File: src/rtl/comparator_tree_pipe.sv
// ---------------------------------------------------------------------------
// comparator_tree_pipe
//   Pipelined, parametrised magnitude/equality comparator. Two WIDTH-bit
//   operands are reduced through a log2(WIDTH)-level binary tree producing
//   EQ, signed LT and unsigned LTu. Tree levels are registered in groups of
//   LVL_PER_STG levels, with the final level always registered; a partial
//   group (fewer levels) sits in the last stage. Stages are linked by a
//   valid/ready handshake with bubble collapsing. A TAG_W-bit user tag
//   travels with each compare.
//
// Optional feature macro: COMPTREE_MINMAX_EN
//   When defined, the operands ride along the pipe and the last stage also
//   registers signed/unsigned min and max of op1/op2.
//
// Ports
//   clk        in   1      clock
//   reset_n    in   1      asynchronous active-low reset (release is expected
//                          to come from a synchronizer in the clock domain)
//   in_valid   in   1      op1/op2/in_tag valid
//   in_ready   out  1      block accepts input this cycle
//   op1, op2   in   WIDTH  operands
//   in_tag     in   TAG_W  tag accompanying the operands
//   out_valid  out  1      result valid
//   out_ready  in   1      consumer accepts the result
//   EQ/LT/LTu  out  1      op1==op2, signed op1<op2, unsigned op1<op2
//   out_tag    out  TAG_W  tag of the presented result
//   min_s/max_s/min_u/max_u  out WIDTH  (COMPTREE_MINMAX_EN only)
// ---------------------------------------------------------------------------
module comparator_tree_pipe #(
    parameter int WIDTH       = 64,
    parameter int LVL_PER_STG = 2,
    parameter int TAG_W       = 4
) (
    input  logic             clk,
    input  logic             reset_n,
    input  logic             in_valid,
    output logic             in_ready,
    input  logic [WIDTH-1:0] op1,
    input  logic [WIDTH-1:0] op2,
    input  logic [TAG_W-1:0] in_tag,
    output logic             out_valid,
    input  logic             out_ready,
    output logic             EQ,
    output logic             LT,
    output logic             LTu,
    output logic [TAG_W-1:0] out_tag
`ifdef COMPTREE_MINMAX_EN
    ,
    output logic [WIDTH-1:0] min_s,
    output logic [WIDTH-1:0] max_s,
    output logic [WIDTH-1:0] min_u,
    output logic [WIDTH-1:0] max_u
`endif
);

    localparam int LEVELS  = $clog2(WIDTH);
    localparam int LATENCY = (LEVELS + LVL_PER_STG - 1) / LVL_PER_STG;

    logic [LATENCY-1:0] w_valid;
    logic [LATENCY-1:0] w_ready;

    // Leaves: the signed chain differs from the unsigned one only at the MSB,
    // where a set sign bit in op1 against a clear one in op2 means op1 < op2.
    logic [WIDTH-1:0] w_leaf_eq;
    logic [WIDTH-1:0] w_leaf_lts;
    logic [WIDTH-1:0] w_leaf_ltu;

    assign w_leaf_eq  = ~(op1 ^ op2);
    assign w_leaf_ltu = ~op1 & op2;
    assign w_leaf_lts = {op1[WIDTH-1] & ~op2[WIDTH-1], w_leaf_ltu[WIDTH-2:0]};

    // ready_k = ~valid_k | ready_{k+1} with ready_last = out_ready, unrolled:
    // stage k is blocked only if it and every stage after it are full and
    // the consumer is stalling. Written flat to avoid a self-referencing vector.
    for (genvar k = 0; k < LATENCY; k++) begin : g_rdy
        assign w_ready[k] = ~(&w_valid[LATENCY-1:k]) | out_ready;
    end

    assign in_ready = w_ready[0];

    for (genvar k = 0; k < LATENCY; k++) begin : g_stg
        localparam int LV_LO = k * LVL_PER_STG;
        localparam int LV_HI = ((k + 1) * LVL_PER_STG > LEVELS) ? LEVELS : (k + 1) * LVL_PER_STG;
        localparam int NLV   = LV_HI - LV_LO;
        localparam int NI    = WIDTH >> LV_LO;
        localparam int NO    = WIDTH >> LV_HI;

        logic             w_in_valid;
        logic [TAG_W-1:0] w_in_tag;
        logic [NI-1:0]    w_in_eq;
        logic [NI-1:0]    w_in_lts;
        logic [NI-1:0]    w_in_ltu;
        logic [NI-1:0]    w_eq;
        logic [NI-1:0]    w_lts;
        logic [NI-1:0]    w_ltu;

        logic             r_valid;
        logic [TAG_W-1:0] r_tag;
        logic [NO-1:0]    r_eq;
        logic [NO-1:0]    r_lts;
        logic [NO-1:0]    r_ltu;

`ifdef COMPTREE_MINMAX_EN
        logic [WIDTH-1:0] w_in_op1;
        logic [WIDTH-1:0] w_in_op2;
`endif

        if (k == 0) begin : g_src
            assign w_in_valid = in_valid;
            assign w_in_tag   = in_tag;
            assign w_in_eq    = w_leaf_eq;
            assign w_in_lts   = w_leaf_lts;
            assign w_in_ltu   = w_leaf_ltu;
`ifdef COMPTREE_MINMAX_EN
            assign w_in_op1   = op1;
            assign w_in_op2   = op2;
`endif
        end else begin : g_src
            assign w_in_valid = g_stg[k-1].r_valid;
            assign w_in_tag   = g_stg[k-1].r_tag;
            assign w_in_eq    = g_stg[k-1].r_eq;
            assign w_in_lts   = g_stg[k-1].r_lts;
            assign w_in_ltu   = g_stg[k-1].r_ltu;
`ifdef COMPTREE_MINMAX_EN
            assign w_in_op1   = g_stg[k-1].g_mm.r_op1;
            assign w_in_op2   = g_stg[k-1].g_mm.r_op2;
`endif
        end

        // In-place reduction of NLV levels: node i at the next level merges
        // hi = 2i+1 and lo = 2i. Ascending i only ever overwrites slots that
        // have already been consumed; lt is formed before eq[i] is replaced.
        always_comb begin
            w_eq  = w_in_eq;
            w_lts = w_in_lts;
            w_ltu = w_in_ltu;
            for (int lv = 0; lv < NLV; lv++) begin
                for (int i = 0; i < (NI >> (lv + 1)); i++) begin
                    w_lts[i] = w_lts[2*i+1] | (w_eq[2*i+1] & w_lts[2*i]);
                    w_ltu[i] = w_ltu[2*i+1] | (w_eq[2*i+1] & w_ltu[2*i]);
                    w_eq[i]  = w_eq[2*i+1] & w_eq[2*i];
                end
            end
        end

        always_ff @(posedge clk or negedge reset_n) begin
            if (!reset_n) begin
                r_valid <= 1'b0;
                r_tag   <= '0;
                r_eq    <= '0;
                r_lts   <= '0;
                r_ltu   <= '0;
            end else if (w_ready[k]) begin
                r_valid <= w_in_valid;
                if (w_in_valid) begin
                    r_tag <= w_in_tag;
                    r_eq  <= w_eq[NO-1:0];
                    r_lts <= w_lts[NO-1:0];
                    r_ltu <= w_ltu[NO-1:0];
                end
            end
        end

        assign w_valid[k] = r_valid;

`ifdef COMPTREE_MINMAX_EN
        if (k == LATENCY - 1) begin : g_mm
            logic [WIDTH-1:0] r_min_s;
            logic [WIDTH-1:0] r_max_s;
            logic [WIDTH-1:0] r_min_u;
            logic [WIDTH-1:0] r_max_u;

            always_ff @(posedge clk or negedge reset_n) begin
                if (!reset_n) begin
                    r_min_s <= '0;
                    r_max_s <= '0;
                    r_min_u <= '0;
                    r_max_u <= '0;
                end else if (w_ready[k] && w_in_valid) begin
                    r_min_s <= w_lts[0] ? w_in_op1 : w_in_op2;
                    r_max_s <= w_lts[0] ? w_in_op2 : w_in_op1;
                    r_min_u <= w_ltu[0] ? w_in_op1 : w_in_op2;
                    r_max_u <= w_ltu[0] ? w_in_op2 : w_in_op1;
                end
            end
        end else begin : g_mm
            logic [WIDTH-1:0] r_op1;
            logic [WIDTH-1:0] r_op2;

            always_ff @(posedge clk or negedge reset_n) begin
                if (!reset_n) begin
                    r_op1 <= '0;
                    r_op2 <= '0;
                end else if (w_ready[k] && w_in_valid) begin
                    r_op1 <= w_in_op1;
                    r_op2 <= w_in_op2;
                end
            end
        end
`endif
    end

    assign out_valid = g_stg[LATENCY-1].r_valid;
    assign out_tag   = g_stg[LATENCY-1].r_tag;
    assign EQ        = g_stg[LATENCY-1].r_eq[0];
    assign LT        = g_stg[LATENCY-1].r_lts[0];
    assign LTu       = g_stg[LATENCY-1].r_ltu[0];

`ifdef COMPTREE_MINMAX_EN
    assign min_s = g_stg[LATENCY-1].g_mm.r_min_s;
    assign max_s = g_stg[LATENCY-1].g_mm.r_max_s;
    assign min_u = g_stg[LATENCY-1].g_mm.r_min_u;
    assign max_u = g_stg[LATENCY-1].g_mm.r_max_u;
`endif

endmodule

File: config.mk
export PLATFORM = sky130hd
export DESIGN_NAME = comparator_tree_pipe
export DESIGN_NICKNAME = d
export VERILOG_FILES = /design/src/rtl/comparator_tree_pipe.sv
export SDC_FILE = /design/constraint.sdc
export NUM_CORES = 1
export LEC_CHECK = 0
export CAP_MARGIN = 15
export CORE_MARGIN = 2
export CORE_UTILIZATION = 49
export CTS_CLUSTER_SIZE = 10
export DETAILED_ROUTE_END_ITERATION = 7
export PLACE_DENSITY_LB_ADDON = 0.3
export SLEW_MARGIN = 20
export SYNTH_ARGS = -nofsm -noshare
export SYNTH_HDL_FRONTEND = slang
export SYNTH_SLANG_ARGS = --single-unit
File: constraint.sdc
create_clock -name clk -period 2.83 [get_ports clk]
set_input_delay 0.566 -clock clk [delete_from_list [all_inputs] [get_ports clk]]
set_output_delay 0.566 -clock clk [all_outputs]
set_load 0.02 [all_outputs]
==> results of run 1 <==
synth_stat cells:
| master | n | area share, % |
|---|---|---|
| a211o_1 | 8 | 1.8 |
| a21o_1 | 13 | 2.5 |
| a21oi_1 | 47 | 6.0 |
| a31oi_1 | 19 | 3.0 |
| and2_1 | 2 | 0.32 |
| and2_4 | 1 | 0.22 |
| buf_2 | 3 | 0.38 |
| buf_6 | 5 | 1.4 |
| clkbuf_1 | 2 | 0.19 |
| dfrtp_1 | 60 | 38 |
| ha_1 | 65 | 21 |
| inv_1 | 92 | 8.8 |
| mux2_2 | 11 | 3.1 |
| mux2_4 | 1 | 0.38 |
| mux2i_1 | 21 | 5.3 |
| nand2_1 | 1 | 0.095 |
| nand2b_1 | 4 | 0.63 |
| nand3_1 | 13 | 1.6 |
| nand3b_4 | 1 | 0.51 |
| nand4_1 | 21 | 3.3 |
| nand4b_1 | 1 | 0.22 |
| o211ai_1 | 3 | 0.57 |
| o21a_1 | 5 | 0.95 |
flip-flops by register name, summed over array words and instances (netlist names):
name           cells
LT                 1
g_stg.r_valid      2
out_tag            4
g_stg.r_eq        20
g_stg.r_lts       20
g_stg.r_ltu        2
out_valid          1
LTu                1
EQ                 1
g_stg.r_tag        8
final timing paths:
| check | from | to | slack [ns] | cells after the start |
|---|---|---|---|---|
| min in group clk | out_tag[0] | out_tag[0] | 0.50 | 1 |
| setup / recovery | out_ready | in_ready | 0.30 | 3 |
| hold / removal | reset_n | g_stg[1].r_tag[3] | 0.18 | 1 |
| hold reg to reg | out_tag[0] | out_tag[0] | 0.50 | 1 |
| max in group asynchronous | reset_n | g_stg[0].r_lts[14] | 1.79 | 2 |
| setup reg to reg | g_stg[1].r_valid | g_stg[0].r_eq[6] | 0.84 | 5 |
cell usage in the layout, fill, tap and decap left out, types with 2 or more instances in the layout:
master / n
a211o_1: 8
a21o_1: 13
a21oi_1: 47
a31oi_1: 19
buf_4: 3
bufinv_16: 2
clkbuf_8: 10
clkdlybuf4s50_1: 143
clkinv_2: 3
dfrtp_1: 60
ha_1: 65
inv_1: 92
mux2_2: 11
mux2i_1: 21
nand2b_1: 4
nand3_1: 13
nand4_1: 21
o211ai_1: 3
o21a_1: 5
power breakdown:
part | internal, mW | leakage, nW | total, mW | switching, mW
registers | 0.995 | 0.730 | 1.08 | 0.0849
clock network | 0.515 | 0.113 | 0.829 | 0.314
logic | 0.430 | 1.96 | 0.739 | 0.308
total | 1.94 | 2.81 | 2.65 | 0.707
final cells by class:
class                           instances  share of cell area [%]
Inverter                               92                    6.07
Multi-Input combinational cell        237                    35.5
Clock buffer                           11                    2.48
Sequential cell                        60                    26.4
Tap cell                              102                    2.24
Timing Repair Buffer                  148                    26.0
Clock inverter                          5                    1.32
logic make-up after synthesis:
family,count (synthesis),share of synthesized area (%)
compound gates,95,14.7
mux,33,8.85
fa+ha+maj,65,20.6
flops,60,38.1
simple gates,44,6.98
buf+inv,102,10.8
metal layers:
layer / vias to the layer above / routed length, um / GRT usage [%]
met1: 1553 / 3590 / 21.9
met2: 98 / 4370 / 36.8
met5: - / 0 / 0
met3: 7 / 460 / 4.17
met4: 0 / 53 / 4.95
li1: 1690 / - / -
worst max-delay path: stages:
cell,delay (ns)
clkdlybuf4s50_1,0.44
nand4b_1,0.33
clkdlybuf4s50_1,0.62
through the flow:
step / instances / hold WS [ns]
2_1_floorplan: 399 / 0.270
3_3_place_gp: 639 / 0.484
3_5_place_dp: 639 / 0.486
4_1_cts: 655 / 0.182
5_1_grt: 655 / 0.207
6_report: 655 / 0.175
==> results.md, run 1 <==
- Status: finished, final reports clean
- Post-CTS resize count: 0
- PD cells: 465 nW/um^2
- Ant diodes: 0
- Post-CTS Hold Fix Bufs: 0
- Total gr overflow: 0
- Number of global-route vias before repair: 3420
- Die X: 93.7 um
- Setup TNS Final: 0 ns
- Number of hold violations in the final report: 0
- Layout area overhead: 44.2%
- Fmax: 396 MHz
- Post-synthesis area per instance: 9.89 sq um
- Row count: 32
- Initial antenna violation count: 0
- TritonCTS Buffers: 9
- Critical path class: in -> out
- Largest net degree at the start of global routing: 41
- Die Height: 93.7 um
- Final Setup Violations: 0
- Post-Syn Nets: 600
- Lkg Pwr: 2.81 nW
- Synth Warn #: 0
- Worst Tran Pin Value: 0.496 ns
- Register area share after synthesis: 38.1%
- Root Driver: clkbuf_8
- RSZ-0062 raised after global routing: no
- Maxcap violations: 0
- Die Area: 8780 sq um
- Routed Wire Length: 8480 um
- Clock sinks: 60
- Number of nets in the layout: 749
- Worst EP arrival: 1.96 ns
- Routed len/inst: 12.9 um
- HPWL after DPL: 6970 um
- Reg area: 1500 sq um
- GRT Util Overall: 19.4%
- I/O Buffers: 144
- Post-Syn Area: 3950 sq um
- First-pass DRT Iterations: 4
- # fillers: 579
- Cell variety after synth: 23
- Crit share post-route: 89.3%
- Vias: 3348
- WP data required: 2.26 ns
- Maximum VDD drop: 0.209 mV
- Slew HR: 67.0%
- Post-route DRC: 0
- Clk pin slew, worst setup/hold paths: 0.06 ns
- Worst Slack Setup Final: 0.304 ns
- H-tree depth: 3
- Core area: 7770 sq um
- Finished Cell Area: 5690 sq um
- Synthesized instance count: 399
- GPL Wtd Cong: 0.815
- First-pass GRT wire length: 13700 um
- Layout cells sized above 1: 6.33%
- Worst Hold Class: in -> async
- Placed inst area: 5470 sq um
- Drt first-iter violations: 135
- Final Max Slew Viols: 0
- Total power draw: 2.65 mW
- Initial core utilization: 50.8%
- TritonCTS clock tree: built
- Crit path launch type: input pin
- Crit. End Element: output port
- Vias per cell: 5.11
- Pre-CTS WS: 0.254 ns
- Multi-input logic area: 2020 sq um
- Clock skew: 0.00566 ns
- Post-route ant nets: 0
- Min Tclk post-route: 2.53 ns
- Post CTS Setup Buffer Count: 0
- CP Max Fanout: 3
- Flops & latches, synth: 60
- Io pins: 145
- Final core utilization: 73.3%
- Clock Latency Late Sink: 0.33 ns
- Buffer depth of the longest clock path: 2
Note: power is estimated with default switching activity, not from simulation.
==> inputs of run 2 (changes only) <==
Settings changed: CAP_MARGIN 15 to 20.
==> results of run 2 <==
The final DEF is identical to that of run 1; final timing and power are the same.
==> inputs of run 3 (changes only) <==
Settings changed: PLACE_DENSITY set to 0.95, PLACE_DENSITY_LB_ADDON 0.3 to not set.
==> run 3 against run 2 <==
Utilization unchanged; combinational power increased by 1%; first-iteration DRC count increased by 24%; fmax increased by 4.4%; design area unchanged; flip-flop and latch count unchanged; routed wire length increased by 12%.
==> results.md, run 3 (synthesis gave the netlist of run 1 again) <==
- Worst Tran Pin Value: 0.489 ns (-0.00675 ns)
- Vias per cell: 5.30 (+3.6%)
- Ant diodes: 0 (unchanged)
- Drt first-iter violations: 167 (+24%)
- Die X: 93.7 um (unchanged)
- Worst Hold Class: in -> async
- Row count: 32 (unchanged)
- RSZ-0062 raised after global routing: no
- Lkg Pwr: 2.81 nW (unchanged)
- Pre-CTS WS: 0.376 ns (+0.122 ns)
- Total power draw: 2.68 mW (+1.4%)
- Post-CTS Hold Fix Bufs: 0 (unchanged)
- Io pins: 145 (unchanged)
- Initial antenna violation count: 0 (unchanged)
- WP data required: 2.26 ns (about the same)
- Cell mode on critical path: clkdlybuf4s50_1
- First-pass GRT wire length: 15800 um (+15%)
- Initial core utilization: 50.8% (unchanged)
- PD cells: 472 nW/um^2 (+1.4%)
- Worst Slack Setup Final: 0.411 ns (+0.107 ns)
- Crit path launch type: input pin
- Maxcap violations: 0 (unchanged)
- Routed len/inst: 14.5 um (+12%)
- CP Max Fanout: 3 (unchanged)
- Final cell count without fillers: 655 (unchanged)
- Most frequent cells in the layout: clkdlybuf4s50_1 (143), inv_1 (92), ha_1 (65), dfrtp_1 (60), a21oi_1 (47)
- I/O Buffers: 144 (unchanged)
- Worst EP arrival: 1.85 ns (-0.11 ns)
- Setup TNS Final: 0 ns (unchanged)
- Crit. End Element: output port
- Largest regs: g_stg.r_eq (20), g_stg.r_lts (20), g_stg.r_tag (8)
- Placed inst area: 5470 sq um (unchanged)
- Maximum VDD drop: 0.268 mV (+28%)
- Slew HR: 67.4% (+0.45 points)
- Number of hold violations in the final report: 0 (unchanged)
- Vias: 3469 (+3.6%)
- HPWL after DPL: 7730 um (+11%)
- GRT Util Overall: 22.7% (+3.3 points)
- TritonCTS Buffers: 9 (unchanged)
- Clock Latency Late Sink: 0.34 ns (about the same)
- Number of nets in the layout: 749 (unchanged)
- Number of global-route vias before repair: 3694 (+8.0%)
- Final Max Slew Viols: 0 (unchanged)
- Crit share post-route: 85.5% (-3.8 points)
- Max incr delay on CP: 0.64 ns (+0.02 ns)
- Post-route ant nets: 0 (unchanged)
- Total gr overflow: 0 (unchanged)
- First-pass DRT Iterations: 4 (unchanged)
- Die Height: 93.7 um (unchanged)
- Status: finished, final reports clean
- Placed Cells: 639 (unchanged)
- Slowest cell on crit path: clkdlybuf4s50_1
- Min Tclk post-route: 2.42 ns (-0.107 ns)
- Most common cell after layout, fill and taps aside: clkdlybuf4s50_1
- Clock skew: 0.00767 ns (+0.00201 ns)
- TritonCTS clock tree: built
- Post-route DRC: 0 (unchanged)
- Finished Cell Area: 5690 sq um (unchanged)
- Crit-path cells: clkdlybuf4s50_1 -> nand4b_1 -> clkdlybuf4s50_1
- Core area: 7770 sq um (unchanged)
- Root Driver: clkbuf_8
- GPL Wtd Cong: 0.845 (+3.6%)
- Layout cells sized above 1: 6.33% (unchanged)
- Routed Wire Length: 9500 um (+12%)
- Critical path class: in -> out
- H-tree depth: 3 (unchanged)
- Die Area: 8780 sq um (unchanged)
- Final Setup Violations: 0 (unchanged)
- Largest net degree at the start of global routing: 41 (unchanged)
- Post-CTS resize count: 0 (unchanged)
- Layout area overhead: 44.2% (unchanged)
- Buffer depth of the longest clock path: 2 (unchanged)
- Post CTS Setup Buffer Count: 0 (unchanged)
- # fillers: 509 (-12%)
- Clock sinks: 60 (unchanged)
- Clk pin slew, worst setup/hold paths: 0.07 ns (about the same)
- Fmax: 413 MHz (+4.4%)
[run 3: cell counts in the layout (fill, tap and decap cells not counted)]
No cell type changed its count.
[run 3: final timing paths]
check | slack [ns] | end | cells past startpoint | start
setup / recovery | 0.41 | in_ready | 3 | out_ready
hold reg to reg | 0.50 | out_tag[0] | 1 | g_stg[1].r_tag[0]
max in group asynchronous | 1.80 | g_stg[1].r_eq[3] | 2 | reset_n
setup reg to reg | 0.93 | g_stg[0].r_eq[2] | 5 | g_stg[1].r_valid
min in group clk | 0.50 | out_tag[0] | 1 | g_stg[1].r_tag[0]
hold / removal | 0.17 | g_stg[0].r_lts[4] | 1 | reset_n
[run 3: cell type report]
class	count	area, sq um	area share (%)
multi-input combinational	237	2020	35.5
sequential	60	1500	26.4
timing repair buffer	148	1480	26.0
inverter	92	345	6.07
clock buffer	11	141	2.48
tap	102	128	2.24
clock inverter	5	75.1	1.32
[run 3: metrics by stage]
| step | hold slack (ns) | util, % |
|---|---|---|
| final | 0.167 | 73.3 |
| after CTS | 0.176 | 73.3 |
| after global routing | 0.206 | 73.3 |
| after floorplan | 0.270 | - |
| after detailed placement | 0.493 | 70.5 |
| after global placement | 0.488 | 70.5 |
[run 3: per-layer routing]
metal	part of all wire (%)	vias up	GRT usage [%]
met4	1.9	0	7.85
met3	5.4	19	4.09
met2	53	115	42.1
met1	40	1647	26.1
li1	-	1688	-
met5	0	-	0
[run 3: critical path: cells and delay by family]
family                 cells  cell delay (ns)
buffers and inverters      2             1.13
and+or+nand+nor            1             0.15
[run 3: where the power goes]
| part | internal [mW] | switching, mW |
|---|---|---|
| Sequential | 0.995 | 0.0934 |
| Clock | 0.515 | 0.330 |
| Combinational | 0.431 | 0.319 |
| Total | 1.94 | 0.743 |
